[config.mk]
export PLATFORM = sky130hd
export DESIGN_NAME = rst_req_ctrl
export DESIGN_NICKNAME = d
export VERILOG_FILES = /design/src/rtl/rst_req_ctrl.sv
export SDC_FILE = /design/constraint.sdc
export NUM_CORES = 1
export LEC_CHECK = 0
export ABC_CLOCK_PERIOD_IN_PS = 4470
export CORE_MARGIN = 2
export CORE_UTILIZATION = 46
export CTS_BUF_LIST = sky130_fd_sc_hd__clkbuf_8
export DETAILED_ROUTE_END_ITERATION = 7
export PLACE_DENSITY_LB_ADDON = 0.3
export SLEW_MARGIN = 20
export SYNTH_ARGS = -nofsm -noshare
export SYNTH_HDL_FRONTEND = slang
export SYNTH_SLANG_ARGS = --single-unit
[constraint.sdc]
create_clock -name clk_i -period 4.47 [get_ports clk_i]
set_input_delay 0.894 -clock clk_i [delete_from_list [all_inputs] [get_ports clk_i]]
set_output_delay 0.894 -clock clk_i [all_outputs]
set_load 0.02 [all_outputs]
[src/rtl/rst_req_ctrl.sv]
// Reset-request collector: merges unmasked requests, holds every domain in reset,
// then releases domains one at a time with a fixed stagger and reports the cause.
module rst_req_ctrl #(
  parameter int NUM_REQ        = 4,
  parameter int NUM_DOM        = 3,
  parameter int HOLD_CYCLES    = 16,
  parameter int STAGGER_CYCLES = 8
) (
  input  logic               clk_i,
  input  logic               rst_i,
  input  logic [NUM_REQ-1:0] req_i,
  input  logic [NUM_REQ-1:0] req_mask_i,
  input  logic               cause_clr_i,
  output logic [NUM_DOM-1:0] dom_rst_o,
  output logic               busy_o,
  output logic               done_o,
  output logic [NUM_REQ-1:0] cause_o,
  output logic [7:0]         rst_cnt_o
);

  localparam int MAX_CYC = (HOLD_CYCLES > STAGGER_CYCLES) ? HOLD_CYCLES : STAGGER_CYCLES;
  localparam int CNT_W   = $clog2(MAX_CYC) + 1;
  localparam int IDX_W   = $clog2(NUM_DOM) + 1;

  localparam logic [CNT_W-1:0]   HOLD_LAST = CNT_W'(HOLD_CYCLES - 1);
  localparam logic [CNT_W-1:0]   STAG_LAST = CNT_W'(STAGGER_CYCLES - 1);
  localparam logic [IDX_W-1:0]   IDX_LAST  = IDX_W'(NUM_DOM - 1);
  localparam logic [NUM_DOM-1:0] ALL_DOM   = '1;

  typedef enum logic [1:0] {
    IDLE    = 2'd0,
    ASSERT  = 2'd1,
    RELEASE = 2'd2
  } state_t;

  state_t             state_q, state_d;
  logic [CNT_W-1:0]   cnt_q, cnt_d;
  logic [IDX_W-1:0]   idx_q, idx_d;
  logic [NUM_DOM-1:0] dom_q, dom_d;
  logic               done_q, done_d;
  logic [NUM_REQ-1:0] cause_q, cause_d;
  logic [7:0]         rst_cnt_q, rst_cnt_d;
  logic [NUM_REQ-1:0] acc;

  function automatic logic [7:0] sat_inc(input logic [7:0] v);
    return (v == 8'hFF) ? v : v + 8'd1;
  endfunction

  always_comb begin
    acc       = req_i & ~req_mask_i;
    state_d   = state_q;
    cnt_d     = cnt_q;
    idx_d     = idx_q;
    dom_d     = dom_q;
    done_d    = 1'b0;
    rst_cnt_d = rst_cnt_q;
    // A clear and a new request on the same edge leave the new bits set
    cause_d   = (cause_clr_i ? '0 : cause_q) | acc;

    case (state_q)
      IDLE: begin
        dom_d = '0;
        if (|acc) begin
          state_d   = ASSERT;
          cnt_d     = '0;
          dom_d     = ALL_DOM;
          rst_cnt_d = sat_inc(rst_cnt_q);
        end
      end
      ASSERT: begin
        dom_d = ALL_DOM;
        if (|acc) begin
          cnt_d = '0;
        end else if (cnt_q == HOLD_LAST) begin
          dom_d = ALL_DOM << 1;
          cnt_d = '0;
          idx_d = IDX_W'(1);
          if (NUM_DOM == 1) begin
            state_d = IDLE;
            done_d  = 1'b1;
          end else begin
            state_d = RELEASE;
          end
        end else begin
          cnt_d = cnt_q + CNT_W'(1);
        end
      end
      RELEASE: begin
        if (|acc) begin
          state_d   = ASSERT;
          cnt_d     = '0;
          dom_d     = ALL_DOM;
          rst_cnt_d = sat_inc(rst_cnt_q);
        end else if (cnt_q == STAG_LAST) begin
          // Domains drop lowest index first, so a left shift frees the next one
          dom_d = dom_q << 1;
          cnt_d = '0;
          idx_d = idx_q + IDX_W'(1);
          if (idx_q == IDX_LAST) begin
            state_d = IDLE;
            done_d  = 1'b1;
          end
        end else begin
          cnt_d = cnt_q + CNT_W'(1);
        end
      end
      default: begin
        state_d = ASSERT;
        cnt_d   = '0;
        dom_d   = ALL_DOM;
      end
    endcase
  end

  always_ff @(posedge clk_i) begin
    if (rst_i) begin
      state_q   <= ASSERT;
      cnt_q     <= '0;
      idx_q     <= '0;
      dom_q     <= ALL_DOM;
      done_q    <= 1'b0;
      cause_q   <= '0;
      rst_cnt_q <= '0;
    end else begin
      state_q   <= state_d;
      cnt_q     <= cnt_d;
      idx_q     <= idx_d;
      dom_q     <= dom_d;
      done_q    <= done_d;
      cause_q   <= cause_d;
      rst_cnt_q <= rst_cnt_d;
    end
  end

  assign dom_rst_o = dom_q;
  assign busy_o    = (state_q != IDLE);
  assign done_o    = done_q;
  assign cause_o   = cause_q;
  assign rst_cnt_o = rst_cnt_q;

endmodule

# Word level (Yosys, flattened, before mapping)
# Index checks and enable logic that the tools add are counted.
[word_totals]
reg_bits = 26
rom_bits = 0
n_memories = 0
latch_bits = 0
out_inout_bits = 17
ram_bits = 0
wordCells = 64
[op_classes]
add_sub_neg = 3
multipliers = 0
n_shift = 0
n_reduce_logical = 9
bitwise = 6
n_eq_ne = 13
n_div = 0
muxes = 26
n_lt_le_gt_ge = 0
[op_table]
columns = ["operator", "n"]
rows = [
  ["two-way mux 5 bit", 5],
  ["two-way mux 3 bit", 7],
  ["case mux 5 bit (3 select lines)", 1],
  ["two-way mux 2 bit", 6],
  ["!= test 2 bit, second input constant", 5],
  ["AND reduction 5 bit", 2],
  ["case mux 3 bit (3 select lines)", 1],
  ["adder 8 x 1 -> 8 bit, second input constant", 1],
  ["equality test 8 bit, second input constant", 1],
  ["OR reduction 7 bit", 1],
  ["!= test 3 bit, second input constant", 2],
  ["case mux 2 bit (3 select lines)", 1],
  ["case mux 3 bit (2 select lines)", 1],
  ["adder 5 x 1 -> 5 bit, second input constant", 1],
  ["equality test 5 x 3 -> 1 bit, second input constant", 1],
  ["equality test 5 x 4 -> 1 bit, second input constant", 1],
  ["bitwise AND 4 bit", 1],
  ["two-way mux 4 bit", 1],
  ["NOT 4 bit", 1],
  ["bitwise OR 4 bit", 1],
  ["nonzero test 2 bit", 2],
  ["OR reduction 4 bit", 1],
  ["adder 3 x 1 -> 3 bit, second input constant", 1],
  ["equality test 3 x 2 -> 1 bit, second input constant", 1],
  ["other kinds (7)", 11],
]

# Longest topological paths before layout
[depth]
depth_word = 5
ltp_mapped = 8
ltp_nobuf = 8

# Least setup slack after synthesis
# OpenSTA, ideal clock, no wires.
[synth_path]
kind = "input port to flip-flop"
startpoint = "input req_mask_i[2]"
endpoint = "register rst_cnt_q[5], in the netlist rst_cnt_o[5]"
arrival_time_ns = 2.025
path_slack_ns = 2.324
t_required_ns = 4.349
setup_ns = 0.121
cell_stages = 5
path_buffers = 1
path_cell_list = "nand2b_4 > a41o_1 > buf_6 > nor4_1 > mux2_2"
[synth_between]
elab_chain_cells = 4
[synth_rtl]
columns = ["item", "line", "rtl"]
rows = [
  ["from (decl)", "12", "input logic [NUM_REQ-1:0] req_mask_i,"],
  ["NOT 4 bit", "50", "acc = req_i & ~req_mask_i;"],
  ["bitwise AND 4 bit", "50", ""],
  ["OR reduction 4 bit", "63, 89", ""],
  ["AND reduction 3 bit (no line)", "n/a", ""],
  ["to (signal assigned)", "131", "rst_cnt_q <= rst_cnt_d;"],
  ["to (decl)", "42", "logic [7:0] rst_cnt_q, rst_cnt_d;"],
]
# Every way passes these cells.
# A chain may end at the register's enable or synchronous reset.

# Worst setup path after layout
[layout_path]
startpoint = "register state_q[0]"
endpoint = "output busy_o"
[layout_between]
elab_chain_cells = 1
[layout_rtl]
columns = ["item", "line", "rtl"]
rows = [
  ["from (decl)", "36", "state_t state_q, state_d;"],
  ["from (signal assigned)", "125", "state_q <= state_d;"],
  ["nonzero test 2 bit", "136", "assign busy_o = (state_q != IDLE);"],
  ["to (decl)", "15", "output logic busy_o,"],
]
# Every way passes these cells.

==> results.py <==
metrics = {
    "synthesis": {
        "synthTopCellsByArea": "dfxtp_1, ha_1, a21oi_1",
        "synth-async-reset-ratio_pct": 0,
        "yosys-top-cells-count": "dfxtp_1, a21oi_1, nor2_1",
        "synth_fp_nets": 202,
        "ys.flop_type": "dfxtp_1",
        "yosysWarnings": 0,
        "synth_cell_types": 43,
        "synth_top_area_share_pct": 34.1,
        "syn_avg_cell_area_sq_um": 8.43,
        "syn_inst": 181,
        "synth_edf_count": 0,
        "ys_seq_area_share_pct": 34.1,
        "synth_top_area_cell": "dfxtp_1",
        "syn_area_sq_mm": 0.00153,
        "synth-seq-cells": 26,
        "synth_most_common_cell": "dfxtp_1",
    },
    "die": {
        "core_sq_mm": 0.00310,
        "initial_utilization_pct": 49.2,
        "die_x_um": 61.6,
        "pin_count": 28,
        "die_y_um": 61.6,
        "die_area_sq_mm": 0.00380,
        "rows": 20,
    },
    "worst_setup_path": {
        "reg2regPathDepth": 6,
        "cp_max_fo": 11,
        "path_class": "reg -> out",
        "slowest_delay_ps": 630,
        "start_kind": "register",
        "cp_cell_sequence": "inv_1, ha_1, inv_1, clkdlybuf4s50_1",
        "slowest_stage": "clkdlybuf4s50_1",
        "critPathMostFrequentCell": "inv_1",
        "end_kind": "output port",
        "cp.arrival_ps": 1910,
        "rr_startpoint": "state_q[1]",
        "required_ps": 3580,
        "rr_endpoint": "rst_cnt_o[5]",
        "rrSetupSlack_ps": 2350,
    },
    "placed_design": {
        "portBuffers": 27,
        "place.gp.congestion": 0.789,
        "dp_hpwl_um": 2600,
    },
    "sta": {
        "setup_viol": 0,
        "drv_slew": 0,
        "fin_crit_ps": 2800,
        "hold_viol_final": 0,
        "tightest_slew_ps": 909,
        "period_share_pct": 62.7,
        "worst_clock_skew_ps": 3.61,
        "maxSlewHeadroom_pct": 39.2,
        "rsz0062_at_grt": "no",
        "max_clock_freq_mhz": 357,
        "fin_setup_tns_ps": 0,
    },
    "pwr": {
        "seq_power_share_pct": 50.0,
        "p_clk_share_pct": 41.4,
        "combPwrFrac_pct": 8.6,
        "max-vdd-ir-drop_v": 0.000122,
        "power_switching_uw": 98.1,
        "p_leak_nw": 0.649,
        "power.density_mw_per_mm2": 250,
        "p_int_uw": 374,
        "p_sw_share_pct": 20.8,
    },
    "cts": {
        "cts_buffers": 3,
        "cts_tree": "built",
        "ctsRootBufferMaster": "clkbuf_8",
        "cts_hold_buf": 0,
        "htreeDepth": 1,
        "cts_setup_buffers": 0,
        "clockBufferDepth": 2,
        "cts-resized-gates": 0,
        "clk_pin_slew_ps": 90,
        "cts_sinks": 26,
        "clk_latency_ps": 270,
    },
    "run_status": {
        "status": "finished clean",
    },
    "cells_and_area": {
        "post-route-util_pct": 60.8,
        "nets": 226,
        "area_growth_pct": 23.5,
        "antennaDiodeCount": 0,
        "drive_gt1_share_pct": 7.84,
        "multi_input_area_sq_um": 935,
        "regArea_sq_um": 520,
        "nFillCells": 308,
    },
    "route": {
        "wl_per_cell_um": 14.1,
        "routed_wl_um": 3500,
        "vias_per_cell": 5.97,
        "drc": 0,
        "first_iter_violations": 104,
        "first_pass_iters": 5,
        "dr_total_vias": 1480,
        "ant_nets": 0,
    },
    "min_path": {
        "hold_start": "cause_o[2]",
        "hold_class": "reg -> reg",
        "hold_end": "cause_o[2]",
        "whs_path_depth": 2,
    },
    "flow_run": {
        "maxCapViolCount": 0,
    },
    "global_routing": {
        "antenna_found_initial": 0,
        "grt_pass1_wl_um": 5770,
        "grt_use_total_pct": 19.8,
        "grt_max_degree": 27,
        "first_global_vias": 1332,
        "grt_overflow": 0,
    },
}
[power groups by stage]
stage               clock [mW]  combinational (mW)  sequential (mW)
detailed placement           0              0.0405            0.241
global placement             0              0.0396            0.241
global route             0.205              0.0446            0.236
CTS                      0.196              0.0408            0.236
floorplan                    0              0.0207            0.244
finish                   0.195              0.0407            0.236
[cells in the final DEF (no fill, tap or decap), types with 2 or more instances in the layout]
master / synthesis / routed
nor3_1: 2 / 2
nor2b_1: 4 / 4
clkbuf_8: 0 / 3
o41ai_1: 2 / 2
inv_1: 9 / 9
nor2_1: 13 / 13
dfxtp_1: 26 / 26
a41oi_1: 3 / 3
nand2b_1: 9 / 9
o21ai_0: 8 / 8
or3_2: 2 / 2
nor4_1: 6 / 6
clkdlybuf4s50_1: 0 / 27
a21oi_1: 17 / 17
a31oi_1: 2 / 2
nand4_1: 7 / 7
nand2b_4: 3 / 3
nand3_1: 10 / 10
nand2_1: 11 / 11
ha_1: 10 / 10
a211oi_1: 4 / 4
o31ai_1: 5 / 5
[metrics by stage]
step                area [sq um]  hold slack [ps]  total power, mW  instances  worst slack, ps
finish                      1890              476            0.472        248             1670
detailed placement          1810              463            0.282        244             1780
global route                1890              488            0.486        248             1580
global placement            1810              463            0.281        244             1830
floorplan                   1530              442            0.264        181             2320
CTS                         1890              478            0.473        248             1680
[cell families (layout without fill, tap and decap cells)]
group / count (synthesis) / in the layout / synth area share (%)
and+or+nand+nor: 76 / 76 / 30.1
adders and majority gates: 10 / 10 / 8.20
DFF: 26 / 26 / 34.1
muxes: 2 / 2 / 1.39
AOI/OAI and AO/OA: 50 / 50 / 21.6
buffers and inverters: 17 / 40 / 4.67
[sequential cells by signal, summed over array words and instances, names as in the netlist]
register   flops
rst_cnt_o      8
idx_q          3
dom_rst_o      3
done_o         1
state_q        2
cause_o        4
cnt_q          5
[metal layers]
metal  part of all wire, %  up-vias  track usage (%)
met5                     0        -                0
met4                   1.3        0             4.56
met3                   5.6        9             2.10
met2                    51       64             36.7
met1                    42      689             24.2
li1                      -      718                -
[worst max-delay path by stage]
stage	from	endpoint	slack, ps	cells past startpoint
2_1_floorplan	req_mask_i[2]	rst_cnt_o[5]	2320	5
3_3_place_gp	rst_i	done_o	1830	3
3_5_place_dp	req_i[2]	rst_cnt_o[5]	1780	5
4_1_cts	state_q[0]	busy_o	1680	4
5_1_grt	state_q[0]	busy_o	1580	4
6_report	state_q[0]	busy_o	1670	4
[worst max-delay path, delay by kind of cell, from the launching register on]
kind	cells	cell delay [ps]
adder cells (fa/ha/maj)	1	340
flip-flops	1	400
buffers and inverters	3	900
[cell type report]
cell class	instances	share of cell area, %
multi-input combinational	138	49.6
sequential	26	27.6
tap	44	2.92
inverter	9	1.79
timing repair buffer	27	14.3
clock buffer	3	2.19
clock inverter	1	1.59
(Power assumes the default switching activity.)
